## src/rtl/sysid_stall_timer.sv

```systemverilog
`default_nettype none
// ============================================================================
// Module      : sysid_stall_timer
// Description : Counts consecutive waitrequest stall cycles of one read and
//               flags expiry on the stall cycle that reaches TIMEOUT_CYCLES.
// Revision    : 1.0 - initial release
// ============================================================================
module sysid_stall_timer #(
    parameter int TIMEOUT_CYCLES = 255
) (
    input  logic clk,
    input  logic rst,
    input  logic i_clear,
    input  logic i_inc,
    output logic o_expired
);

    localparam int             c_W    = $clog2(TIMEOUT_CYCLES + 1);
    localparam logic [c_W-1:0] c_LAST = c_W'(TIMEOUT_CYCLES - 1);

    logic [c_W-1:0] r_count;

    // Expiry fires on the stall that would bring the count to TIMEOUT_CYCLES
    assign o_expired = i_inc && (r_count == c_LAST);

    // Stall counter: cleared on request or expiry, otherwise counts stalls
    always_ff @(posedge clk) begin
        if (rst) begin
            r_count <= '0;
        end else if (i_clear || o_expired) begin
            r_count <= '0;
        end else if (i_inc) begin
            r_count <= r_count + c_W'(1);
        end
    end

endmodule
`default_nettype wire

```

## config.mk

```make
export PLATFORM = sky130hd
export DESIGN_NAME = sysid_stall_timer
export DESIGN_NICKNAME = d
export VERILOG_FILES = /design/src/rtl/sysid_stall_timer.sv
export SDC_FILE = /design/constraint.sdc
export NUM_CORES = 1
export LEC_CHECK = 0
export ABC_AREA = 1
export BUFFER_PORTS_ARGS = -buffer_cell sky130_fd_sc_hd__buf_2
export CORE_AREA = 2 2 39 41
export DETAILED_ROUTE_END_ITERATION = 8
export DIE_AREA = 0 0 41 43
export GPL_ROUTABILITY_DRIVEN = 0
export HOLD_SLACK_MARGIN = 0.05
export PLACE_DENSITY_LB_ADDON = 0.15
export SKIP_CTS_REPAIR_TIMING = 1
export SYNTH_ARGS = -nofsm -noshare
export SYNTH_HDL_FRONTEND = slang
export SYNTH_SLANG_ARGS = --single-unit
```

## constraint.sdc

```tcl
create_clock -name clk -period 2.3 [get_ports clk]
set_clock_uncertainty 0.15 [all_clocks]
set_input_delay 0.46 -clock clk [delete_from_list [all_inputs] [get_ports clk]]
set_output_delay 0.46 -clock clk [all_outputs]
set_load 0.05 [all_outputs]
```

Word level (Yosys, flattened, before mapping). Cells that the tools add are included.

Eq/ne operators: 1. Reductions and logical operators: 3. Add/subtract/negate cells: 1.

Operator list (number): adder 8 x 1 -> 8 bit, second input constant (1); equality test 8 bit, second input constant (1); OR reduction 2 bit (1); logical AND 1 bit (1); logical OR 1 bit (1).

Register bits after elaboration: 8. Logic and storage cells: 6. Output and inout bits: 1.

Depth between registers and ports, before layout.
Depth in word-level cells: 4. Gate-level depth with buffers: 7.

Worst setup path after synthesis. Ideal clock, no wire load.

Path kind: flip-flop to output port. Start: reg r_count[0]. End: out o_expired. Arrival time: 1.066 ns. Data required time: 1.690 ns. Path buffers: 0. Cell stages (with the launch flop): 7. Setup slack: 0.624 ns. Cell sequence: dfxtp_1 > inv_1 > ha_1 > nand2_1 > nor2_1 > nand2_2 > inv_1.

Longest elaborated chain between the ends: 2.

Ends and longest elaborated chain: start, declared (line 21) `logic [c_W-1:0] r_count;`; start signal, assigned (line 33) `r_count <= r_count + c_W'(1);`; equality test 8 bit (line 24) `assign o_expired = i_inc && (r_count == c_LAST);`; logical AND 1 bit (line 24); end, declared (line 15) `output logic o_expired`.

No other way between the ends.

Worst setup path after layout.
Start: reg r_count[1]. End: out o_expired.

Same word-level chain as after synthesis.

==> summary.txt <==
Antenna cells: 0
Total power: 266 uW
Hold path endpoint: r_count[7]
Initial Util: 32.6%
Clock share of power: 41.4%
Post-DRT Antenna Nets: 0
Width of the chip: 41 microns
Via/cell ratio: 4.37
Syn avg cell area: 7.79 sq um
Overflow after GRT: 0
Largest register FFs: 8
Synth-to-layout area growth: 13.9%
Worst R2R Start: r_count[0]
Pin count of the biggest net entering global routing: 8
Leakage: 0.190 nW
Via count: 354
PwrDens: 517 mW/mm^2
Flop pwr share: 53.1%
Max Cap Viol: 0
Post-synthesis sequential area ratio: 35.5%
Gate power share: 5.5%
Post-synth EDFFs: 0
Critical path launch point type: flop
Insertion delay to the later sink of the worst-skew pair: 0.26 ns
Worst Hold Depth: 2
CTS max path bufs: 2
Outcome: finished, final reports clean
Slew of the pin with the lowest slew margin: 0.253 ns
Synth cell count leaders: 12 x nand2_1, 8 x dfxtp_1, 7 x inv_1
Syn nets: 64
Peak VDD IR: 0.000295 V
Switching power: 60.6 uW
Cell taking the most area after synthesis: dfxtp_1
Post-DP HPWL: 591 microns
Rows: 14
Detailed Route WL: 758 microns
Reg-to-reg endpoint: r_count[1]
Die area: 0.00176 sq mm
Final setup violation count: 0
CP required: 1.69 ns
Top_reg_cell synth: dfxtp_1
Top cells by area, synth: dfxtp_1 35%, nand2_1 10%, nand2_2 6.9%
Met2 routed WL: 385 microns
Max-slew headroom: 83.0%
Initial antenna violation count: 0
I/O pins: 5
Post-synth ARST share: 0%
GRT Total Usage: 12.4%
Setup crit end kind: output port
Class of the worst hold path: flop to flop
Cell variety after synth: 15
Share of cells above drive strength 1: 35.4%
CP max FO: 4
Largest regs: r_count: 8 flops
Unrepaired setup endpoints after global routing: false
Largest Register: r_count
Router iterations before antenna repair: 3
Top Layer Used: met4
Arrival time of the worst setup path: 1.38 ns
DIE HEIGHT: 43 microns
Post-Syn Instances: 58
Mapped cell area: 452 sq um
DR iter-0 viols: 3
Post-route clock period utilization: 86.3%
First-pass GRT wire length: 1390 microns
Final min period: 1.99 ns
Flop2flop setup slack: 1.01 ns
Layout net count: 73
Vias in the first global route: 350
Warnings from Yosys: 0
Switching part of the total: 22.8%
Synth top area share: 35.5%
Most common cell in the netlist: nand2_1
Metal3 WL: 37 microns
Post-route setup TNS: 0 ns
Max-slew violations: 0
Final Hold Viols: 0
Num CTS Buffers: 3
Peak Freq: 0.504 GHz
CTS tree: built
Seq cells post-synth: 8
Hold_sp: r_count[7]
Clock slew at reported path FFs: 0.05 ns
Core Area: 0.00138 sq mm
CTS Sinks: 8
Fillers: 154
Crit Path Category: flop to output port
WL met1: 322 microns
DRC violations left: 0
DR WL/cell: 9.36 microns
PortBufs: 4
H-tree depth: 1
R2R depth: 4
CTS root buffer: clkbuf_4
Int Pwr: 205 uW
-- cells by family after synthesis --
group                      synth area share, %
and+or+nand+nor                           40.4
xor gates and xnor gates                  5.82
AOI/OAI and AO/OA                         6.93
adders and majority gates                 5.54
DFF                                       35.5
buffers and inverters                     5.82
-- cells in the final DEF (no fill, tap or decap) --
cell | netlist | routed
nor2_4 | 2 | 2
xnor2_1 | 2 | 2
clkbuf_4 | 0 | 3
nor2_1 | 4 | 4
nor2_2 | 5 | 5
nand2_2 | 5 | 5
nand2_4 | 1 | 1
xor2_1 | 1 | 1
dfxtp_1 | 8 | 8
nand3_1 | 4 | 4
nand2_1 | 12 | 12
buf_2 | 0 | 4
a21oi_1 | 1 | 1
ha_1 | 2 | 2
inv_1 | 7 | 7
or2_1 | 1 | 1
a21oi_2 | 3 | 3
-- layout make-up --
class                      instances  area (sq um)  share of cell area, %
multi-input combinational         43           265                   51.6
tap                               16          20.0                   3.89
inverter                           7          26.3                   5.11
timing repair buffer               4          20.0                   3.89
sequential                         8           160                   31.1
clock buffer                       3          22.5                   4.38
-- critical path, cell delays in order (launching register included) --
cell	delay [ns]
dfxtp_1	0.40
ha_1	0.17
nand2_1	0.05
nor2_1	0.11
nand2_2	0.09
inv_1	0.06
buf_2	0.25
-- metrics by stage --
step,instance area (sq um),utilization [%],hold WS [ns],setup WS [ns],cells
after floorplan,452,-,0.311,0.624,58
after global placement,492,35.5,0.336,0.519,78
after detailed placement,492,35.5,0.335,0.520,78
after CTS,514,37.2,0.335,0.290,81
after global routing,514,37.2,0.359,0.194,81
final,514,37.2,0.338,0.315,81
-- worst max path at each step --
stage | from | slack, ns | endpoint
final | r_count[1] | 0.31 | o_expired
after global routing | r_count[1] | 0.19 | o_expired
after CTS | r_count[1] | 0.29 | o_expired
after detailed placement | i_inc | 0.52 | o_expired
after global placement | i_inc | 0.52 | o_expired
after floorplan | r_count[0] | 0.62 | o_expired
-- metal layers --
| layer | global-route usage (%) | up-vias |
|---|---|---|
| met3 | 7.85 | 2 |
| li1 | - | 191 |
| met1 | 12.9 | 156 |
| met2 | 18.4 | 5 |
| met4 | 6.00 | 0 |
| met5 | 0 | - |
-- power by group through the flow --
| stage | Combinational [mW] | Clock [mW] | Sequential, mW |
|---|---|---|---|
| floorplan | 0.00968 | 0 | 0.144 |
| global placement | 0.0144 | 0 | 0.144 |
| detailed placement | 0.0148 | 0 | 0.144 |
| CTS | 0.0148 | 0.117 | 0.141 |
| global route | 0.0165 | 0.123 | 0.141 |
| finish | 0.0145 | 0.110 | 0.141 |
Power figures use the tool's default switching activity.
